File: src/rtl/clk_divider_prog_if.sv
// Command strobes and divided-clock status of the programmable divider.
// Strobes are single-cycle with no backpressure; outputs are registered.
interface clk_divider_prog_if #(
  parameter int DIV_WIDTH = 16
);
  logic                 i_start_stb;
  logic                 i_step_stb;
  logic                 i_stop_stb;
  logic                 i_abort_stb;
  logic                 i_load_stb;
  logic [DIV_WIDTH-1:0] i_half_period;
  logic                 o_div_clk;
  logic                 o_div_clk_rose;
  logic                 o_div_clk_fell;
  logic                 o_running;
  logic [DIV_WIDTH-1:0] o_half_period;

  modport master (
    output i_start_stb, i_step_stb, i_stop_stb, i_abort_stb, i_load_stb, i_half_period,
    input  o_div_clk, o_div_clk_rose, o_div_clk_fell, o_running, o_half_period
  );

  modport slave (
    input  i_start_stb, i_step_stb, i_stop_stb, i_abort_stb, i_load_stb, i_half_period,
    output o_div_clk, o_div_clk_rose, o_div_clk_fell, o_running, o_half_period
  );
endinterface

File: src/rtl/clk_divider_prog.sv
// Run-time programmable divided clock (idle high) with run/step/stop/abort control.
// First edge H cycles after the accepting strobe; strobes never stall.
module clk_divider_prog #(
  parameter int                   DIV_WIDTH           = 16,
  parameter logic [DIV_WIDTH-1:0] DEFAULT_HALF_PERIOD = 16'd2604
) (
  input  logic                i_clk,
  input  logic                i_reset_n,
  clk_divider_prog_if.slave   bus
);

  typedef enum logic [1:0] {
    S_IDLE     = 2'd0,
    S_RUN      = 2'd1,
    S_STEP     = 2'd2,
    S_STOPPING = 2'd3
  } state_t;

  state_t               state_q, state_d;
  logic [DIV_WIDTH-1:0] cnt_q, cnt_d;
  logic [DIV_WIDTH-1:0] h_q, h_d;
  logic [DIV_WIDTH-1:0] pend_q, pend_d;
  logic                 div_q, div_d;
  logic                 rose_q, rose_d;
  logic                 fell_q, fell_d;

  logic [DIV_WIDTH-1:0] load_val;
  logic [DIV_WIDTH-1:0] reload_h;
  logic                 cnt_zero;
  logic                 idle;

  // A same-cycle load wins over the stored pending value at any reload point.
  assign load_val = (bus.i_half_period == '0) ? DIV_WIDTH'(1) : bus.i_half_period;
  assign reload_h = bus.i_load_stb ? load_val : pend_q;
  assign cnt_zero = (cnt_q == '0);
  assign idle     = (state_q == S_IDLE);

  always_ff @(posedge i_clk) begin
    if (!i_reset_n) begin
      state_q <= S_IDLE;
    end else begin
      state_q <= state_d;
    end
  end

  always_comb begin
    state_d = state_q;
    unique case (state_q)
      S_IDLE: begin
        if (bus.i_start_stb)     state_d = S_RUN;
        else if (bus.i_step_stb) state_d = S_STEP;
      end
      S_RUN: begin
        if (bus.i_abort_stb)     state_d = S_IDLE;
        else if (bus.i_stop_stb) state_d = S_STOPPING;
      end
      S_STEP: begin
        if (bus.i_abort_stb)           state_d = S_IDLE;
        else if (cnt_zero && !div_q)   state_d = S_IDLE;
      end
      S_STOPPING: begin
        if (bus.i_abort_stb || cnt_zero) state_d = S_IDLE;
      end
      default: state_d = S_IDLE;
    endcase
  end

  always_comb begin
    pend_d = reload_h;
    h_d    = h_q;
    cnt_d  = cnt_q;
    div_d  = div_q;
    rose_d = 1'b0;
    fell_d = 1'b0;
    if (idle) begin
      if (bus.i_start_stb || bus.i_step_stb) begin
        h_d   = reload_h;
        cnt_d = reload_h - DIV_WIDTH'(1);
      end else begin
        h_d   = pend_q;
        cnt_d = pend_q - DIV_WIDTH'(1);
      end
    end else if (bus.i_abort_stb) begin
      div_d = 1'b1;
      cnt_d = h_q - DIV_WIDTH'(1);
    end else if (cnt_zero) begin
      h_d   = reload_h;
      cnt_d = reload_h - DIV_WIDTH'(1);
      // A stop that lands on the high phase ends without starting another low pulse.
      if ((state_q != S_STOPPING) || !div_q) begin
        div_d  = ~div_q;
        rose_d = ~div_q;
        fell_d = div_q;
      end
    end else begin
      cnt_d = cnt_q - DIV_WIDTH'(1);
    end
  end

  always_ff @(posedge i_clk) begin
    if (!i_reset_n) begin
      cnt_q  <= DEFAULT_HALF_PERIOD - DIV_WIDTH'(1);
      h_q    <= DEFAULT_HALF_PERIOD;
      pend_q <= DEFAULT_HALF_PERIOD;
      div_q  <= 1'b1;
      rose_q <= 1'b0;
      fell_q <= 1'b0;
    end else begin
      cnt_q  <= cnt_d;
      h_q    <= h_d;
      pend_q <= pend_d;
      div_q  <= div_d;
      rose_q <= rose_d;
      fell_q <= fell_d;
    end
  end

  assign bus.o_div_clk      = div_q;
  assign bus.o_div_clk_rose = rose_q;
  assign bus.o_div_clk_fell = fell_q;
  assign bus.o_running      = !idle;
  assign bus.o_half_period  = h_q;

  always_ff @(posedge i_clk) begin
    if (i_reset_n) begin
      assert (!(rose_q && fell_q));
      assert (!idle || div_q);
    end
  end

endmodule

File: src/flat_wrapper.sv
// flat-port wrapper written by rule: the top's interface ports become plain ports
module clk_divider_prog_flat 
#(
  parameter int                   DIV_WIDTH           = 16,
  parameter logic [DIV_WIDTH-1:0] DEFAULT_HALF_PERIOD = 16'd2604
)
  (i_clk, i_reset_n, bus_i_start_stb, bus_i_step_stb, bus_i_stop_stb, bus_i_abort_stb, bus_i_load_stb, bus_i_half_period, bus_o_div_clk, bus_o_div_clk_rose, bus_o_div_clk_fell, bus_o_running, bus_o_half_period);
  clk_divider_prog_if #(.DIV_WIDTH(DIV_WIDTH)) bus_i ();
  input  logic i_clk;
  input  logic i_reset_n;
  input wire logic [$bits(bus_i.i_start_stb)-1:0] bus_i_start_stb;
  input wire logic [$bits(bus_i.i_step_stb)-1:0] bus_i_step_stb;
  input wire logic [$bits(bus_i.i_stop_stb)-1:0] bus_i_stop_stb;
  input wire logic [$bits(bus_i.i_abort_stb)-1:0] bus_i_abort_stb;
  input wire logic [$bits(bus_i.i_load_stb)-1:0] bus_i_load_stb;
  input wire logic [$bits(bus_i.i_half_period)-1:0] bus_i_half_period;
  output wire logic [$bits(bus_i.o_div_clk)-1:0] bus_o_div_clk;
  output wire logic [$bits(bus_i.o_div_clk_rose)-1:0] bus_o_div_clk_rose;
  output wire logic [$bits(bus_i.o_div_clk_fell)-1:0] bus_o_div_clk_fell;
  output wire logic [$bits(bus_i.o_running)-1:0] bus_o_running;
  output wire logic [$bits(bus_i.o_half_period)-1:0] bus_o_half_period;
  assign bus_i.i_start_stb = bus_i_start_stb;
  assign bus_i.i_step_stb = bus_i_step_stb;
  assign bus_i.i_stop_stb = bus_i_stop_stb;
  assign bus_i.i_abort_stb = bus_i_abort_stb;
  assign bus_i.i_load_stb = bus_i_load_stb;
  assign bus_i.i_half_period = bus_i_half_period;
  assign bus_o_div_clk = bus_i.o_div_clk;
  assign bus_o_div_clk_rose = bus_i.o_div_clk_rose;
  assign bus_o_div_clk_fell = bus_i.o_div_clk_fell;
  assign bus_o_running = bus_i.o_running;
  assign bus_o_half_period = bus_i.o_half_period;
  clk_divider_prog #(.DIV_WIDTH(DIV_WIDTH), .DEFAULT_HALF_PERIOD(DEFAULT_HALF_PERIOD)) u_core (.i_clk(i_clk), .i_reset_n(i_reset_n), .bus(bus_i));
endmodule
File: config.mk
export PLATFORM = sky130hd
export DESIGN_NAME = clk_divider_prog_flat
export DESIGN_NICKNAME = d
export VERILOG_FILES = /design/src/rtl/clk_divider_prog_if.sv /design/src/rtl/clk_divider_prog.sv /design/src/flat_wrapper.sv
export SDC_FILE = /design/constraint.sdc
export NUM_CORES = 1
export LEC_CHECK = 0
export BUFFER_PORTS_ARGS = -buffer_cell sky130_fd_sc_hd__buf_2
export CAP_MARGIN = 5
export CORE_UTILIZATION = 53
export DETAILED_ROUTE_END_ITERATION = 10
export MAX_ROUTING_LAYER = met4
export PLACE_DENSITY_LB_ADDON = 0.12
export SKIP_LAST_GASP = 1
export SYNTH_ARGS = -nofsm -noshare
export SYNTH_HDL_FRONTEND = slang
export SYNTH_SLANG_ARGS = --single-unit
File: constraint.sdc
create_clock -name i_clk -period 2.2 [get_ports i_clk]
set_input_delay 0.33 -clock i_clk [delete_from_list [all_inputs] [get_ports i_clk]]
set_output_delay 0.33 -clock i_clk [all_outputs]
set_load 0.01 [all_outputs]
==> metrics.txt <==
first-pass GRT wire length=18800 um; TritonRoute pass-1 iters=5; Remaining DRCs=0; Max Cap Viol=0; P_int=0.00165 W; Slew HR=65.5%; sequential-to-total area share from yosys stat=a little under 30%; Antenna Violating Nets Remaining=0; critical path's top delay family=simple AND/OR/NAND/NOR gates; vias after detailed routing=3874; vias per cell=a little over 6; Die Span Y=85.3 um; CP Capture Type=flip-flop; Slowest cell on crit path=or3b_2; Crit Path Class=flip-flop to flip-flop; die area=~0.0073 mm^2; EDFF count, synth=0; Fin Clk Skew=about 0.019 ns; Area Growth Syn to Fin=20.1%; Worst Hold Class=input port to flip-flop; Post-CTS Setup Bufs=0; PD cells=between 500 and 600 mW/mm^2; CTS Buf Count=5; H-tree Lvls=2; Min Clock Period, post-route=2.19 ns; fraction of layout instances using a drive strength above 1=24.5%; critical path's largest stage delay=0.54 ns; Static Leak=1.79 nW; io pins=43; Seq pwr share=45.7%; area of placed instances=0.00428 mm^2; post-synth top area cell=dfxtp_1; status=finished clean; Peak VDD IR=0.000386 V; Worst-path clk slew=0.11 ns; Clock Tree Buf Depth=2; Site Rows=29; core area=between 0.006 and 0.007 mm^2; fmax=456 MHz; placed cells=~600; clock root cell=clkbuf_8; Worst Path Buf+Inv=1; Area contributors post-synth=dfxtp_1 (29%), xnor2_1 (6.4%), nand2_1 (5.4%); Pwr Total=0.00261 W; Async SR Flop Fraction=0%; clk sinks=53; critical-path cell list=inv_1 -> ha_1 -> or3b_2 -> nor3_2 -> xnor2_1 -> a22oi_1 -> nor2_1 -> a2111oi_0; cells after synthesis=472; Final Max Slew Viols=0; measured slew at the worst slew-check pin=0.517 ns; initial core utilization=56.3%; Synth cell types=just under 60; GRT Residual Overflow=0; startpoint types=flip-flop; vias in the first global route=approximately 3600; Gate power share=34.0%; mean routed wirelength per cell=between 15 and 20 um; top cells by count, synth=dfxtp_1 (53), nand2_1 (53), nor2_1 (47); largest net degree at the start of global routing=25; # hold bufs at CTS=0; setup violators final=0; total wire length=around 12000 um; synthesized area=approximately 0.0037 mm^2; final worst path period share=99.7%; antenna violations before repair=0; non-filler cells in the finished layout=624; PortBufs=42; DP HPWL=9150 um; CP Data Required Time=between 2 and 2.5 ns; CTS tree=done; Most used DFF post-synth=dfxtp_1; Avg Inst Size Synth=about 7.8 um^2; Final GP Congestion=0.989; total track usage=33.9%; die width=roughly 85 um; Syn Nets=499; critical path arrival=2.36 ns; yosys warns=0; Detailed Route Iter0 Violations=320; Post-Route Utilization=67.6%; clock network power share=20.3%; Switching Fraction=36.6%; fin area=0.00441 mm^2; Final Hold Vio Count=0; Worst Path Max Fanout=5; Diodes inserted=0; Clk Latency, worst-skew pair=0.31 ns; FF+latch count, synth=53; net switching power=about 0.00095 W; RSZ-0062 raised after global routing=true; nets=575; top cell type's share of synthesized area=28.9%
==> stage by stage <==
| stage | TNS [ns] | hold slack (ns) | setup slack (ns) |
|---|---|---|---|
| global route | -0.211 | 0.356 | -0.0490 |
| floorplan | 0 | 0.477 | 0.118 |
| detailed placement | -0.00410 | 0.492 | -0.00410 |
| global placement | 0 | 0.478 | 0.0382 |
| CTS | 0 | 0.341 | 0.00284 |
| finish | 0 | 0.348 | 0.00558 |
==> worst paths after layout <==
path / to / slack (ns) / cells after the start / start
min reg2reg: u_core.bus.o_half_period[15] / 0.51 / 2 / u_core.bus.o_half_period[15]
min: u_core.bus.o_half_period[11] / 0.35 / 2 / i_reset_n
max: u_core.cnt_q[8] / 0.006 / 8 / u_core.bus.o_half_period[0]
max reg2reg: u_core.cnt_q[8] / 0.006 / 8 / u_core.bus.o_half_period[0]
==> power groups by stage <==
stage	logic [W]	registers, W	clock network [W]
detailed placement	0.000854	0.00120	0
global route	0.000966	0.00120	0.000567
floorplan	0.000515	0.00119	0
CTS	0.000857	0.00118	0.000541
global placement	0.000846	0.00120	0
finish	0.000886	0.00119	0.000529
==> routing by layer <==
| layer | routed length, um | track usage (%) |
|---|---|---|
| met1 | 5370 | 48.1 |
| met2 | 5220 | 51.4 |
| met3 | 925 | 4.18 |
| met4 | 130 | 8.48 |
| met5 | 0 | - |
==> repair_timing <==
| action | 4_1_cts | 5_1_grt |
|---|---|---|
| endpoints found under the setup margin | 0 | 25 |
| gates resized for setup | 0 | 14 |
| hold endpoints to repair | 0 | 0 |
==> layout make-up <==
cell class | instances | area (um^2)
Multi-Input combinational cell | 378 | 2510
Sequential cell | 53 | 1060
Tap cell | 77 | 96.3
Inverter | 12 | 45.0
Timing Repair Buffer | 98 | 631
Fill cell | 576 | 2120
Clock inverter | 1 | 5.00
Clock buffer | 5 | 68.8
==> state kept, by name, indices dropped and copies added, names as in the netlist <==
signal	count
u_core.cnt_q	16
u_core.state_q	2
u_core.bus.o_div_clk_rose	1
u_core.pend_q	16
u_core.bus.o_div_clk_fell	1
u_core.bus.o_half_period	16
u_core.bus.o_div_clk	1
==> cell families (layout without fill, tap and decap cells) <==
| group | Yosys count | in the layout | share of synthesized area, % |
|---|---|---|---|
| multiplexers | 17 | 17 | 4.63 |
| adder cells (fa/ha/maj) | 4 | 4 | 1.36 |
| XOR/XNOR | 46 | 46 | 11.0 |
| flip-flops | 53 | 53 | 28.9 |
| buffers and inverters | 41 | 116 | 4.60 |
| AND/OR/NAND/NOR | 194 | 194 | 28.5 |
| AO/OA/AOI/OAI | 117 | 117 | 21.0 |
==> placed cells by master (no fill, tap or decap), drive strengths merged, types with 5 or more instances in the layout <==
cell / instances
inv: 12
nor4: 17
nand2b: 5
xnor2: 27
a31oi: 6
o221ai: 6
a211oi: 6
mux2i: 17
o211ai: 15
o21ai: 24
and3: 5
clkbuf: 5
nand3: 11
nor3: 14
xor2: 19
nor2: 48
buf: 98
or3: 5
o31ai: 8
a21oi: 26
nand4: 6
nand2: 53
dfxtp: 53
or4: 6
(Power assumes the default switching activity.)
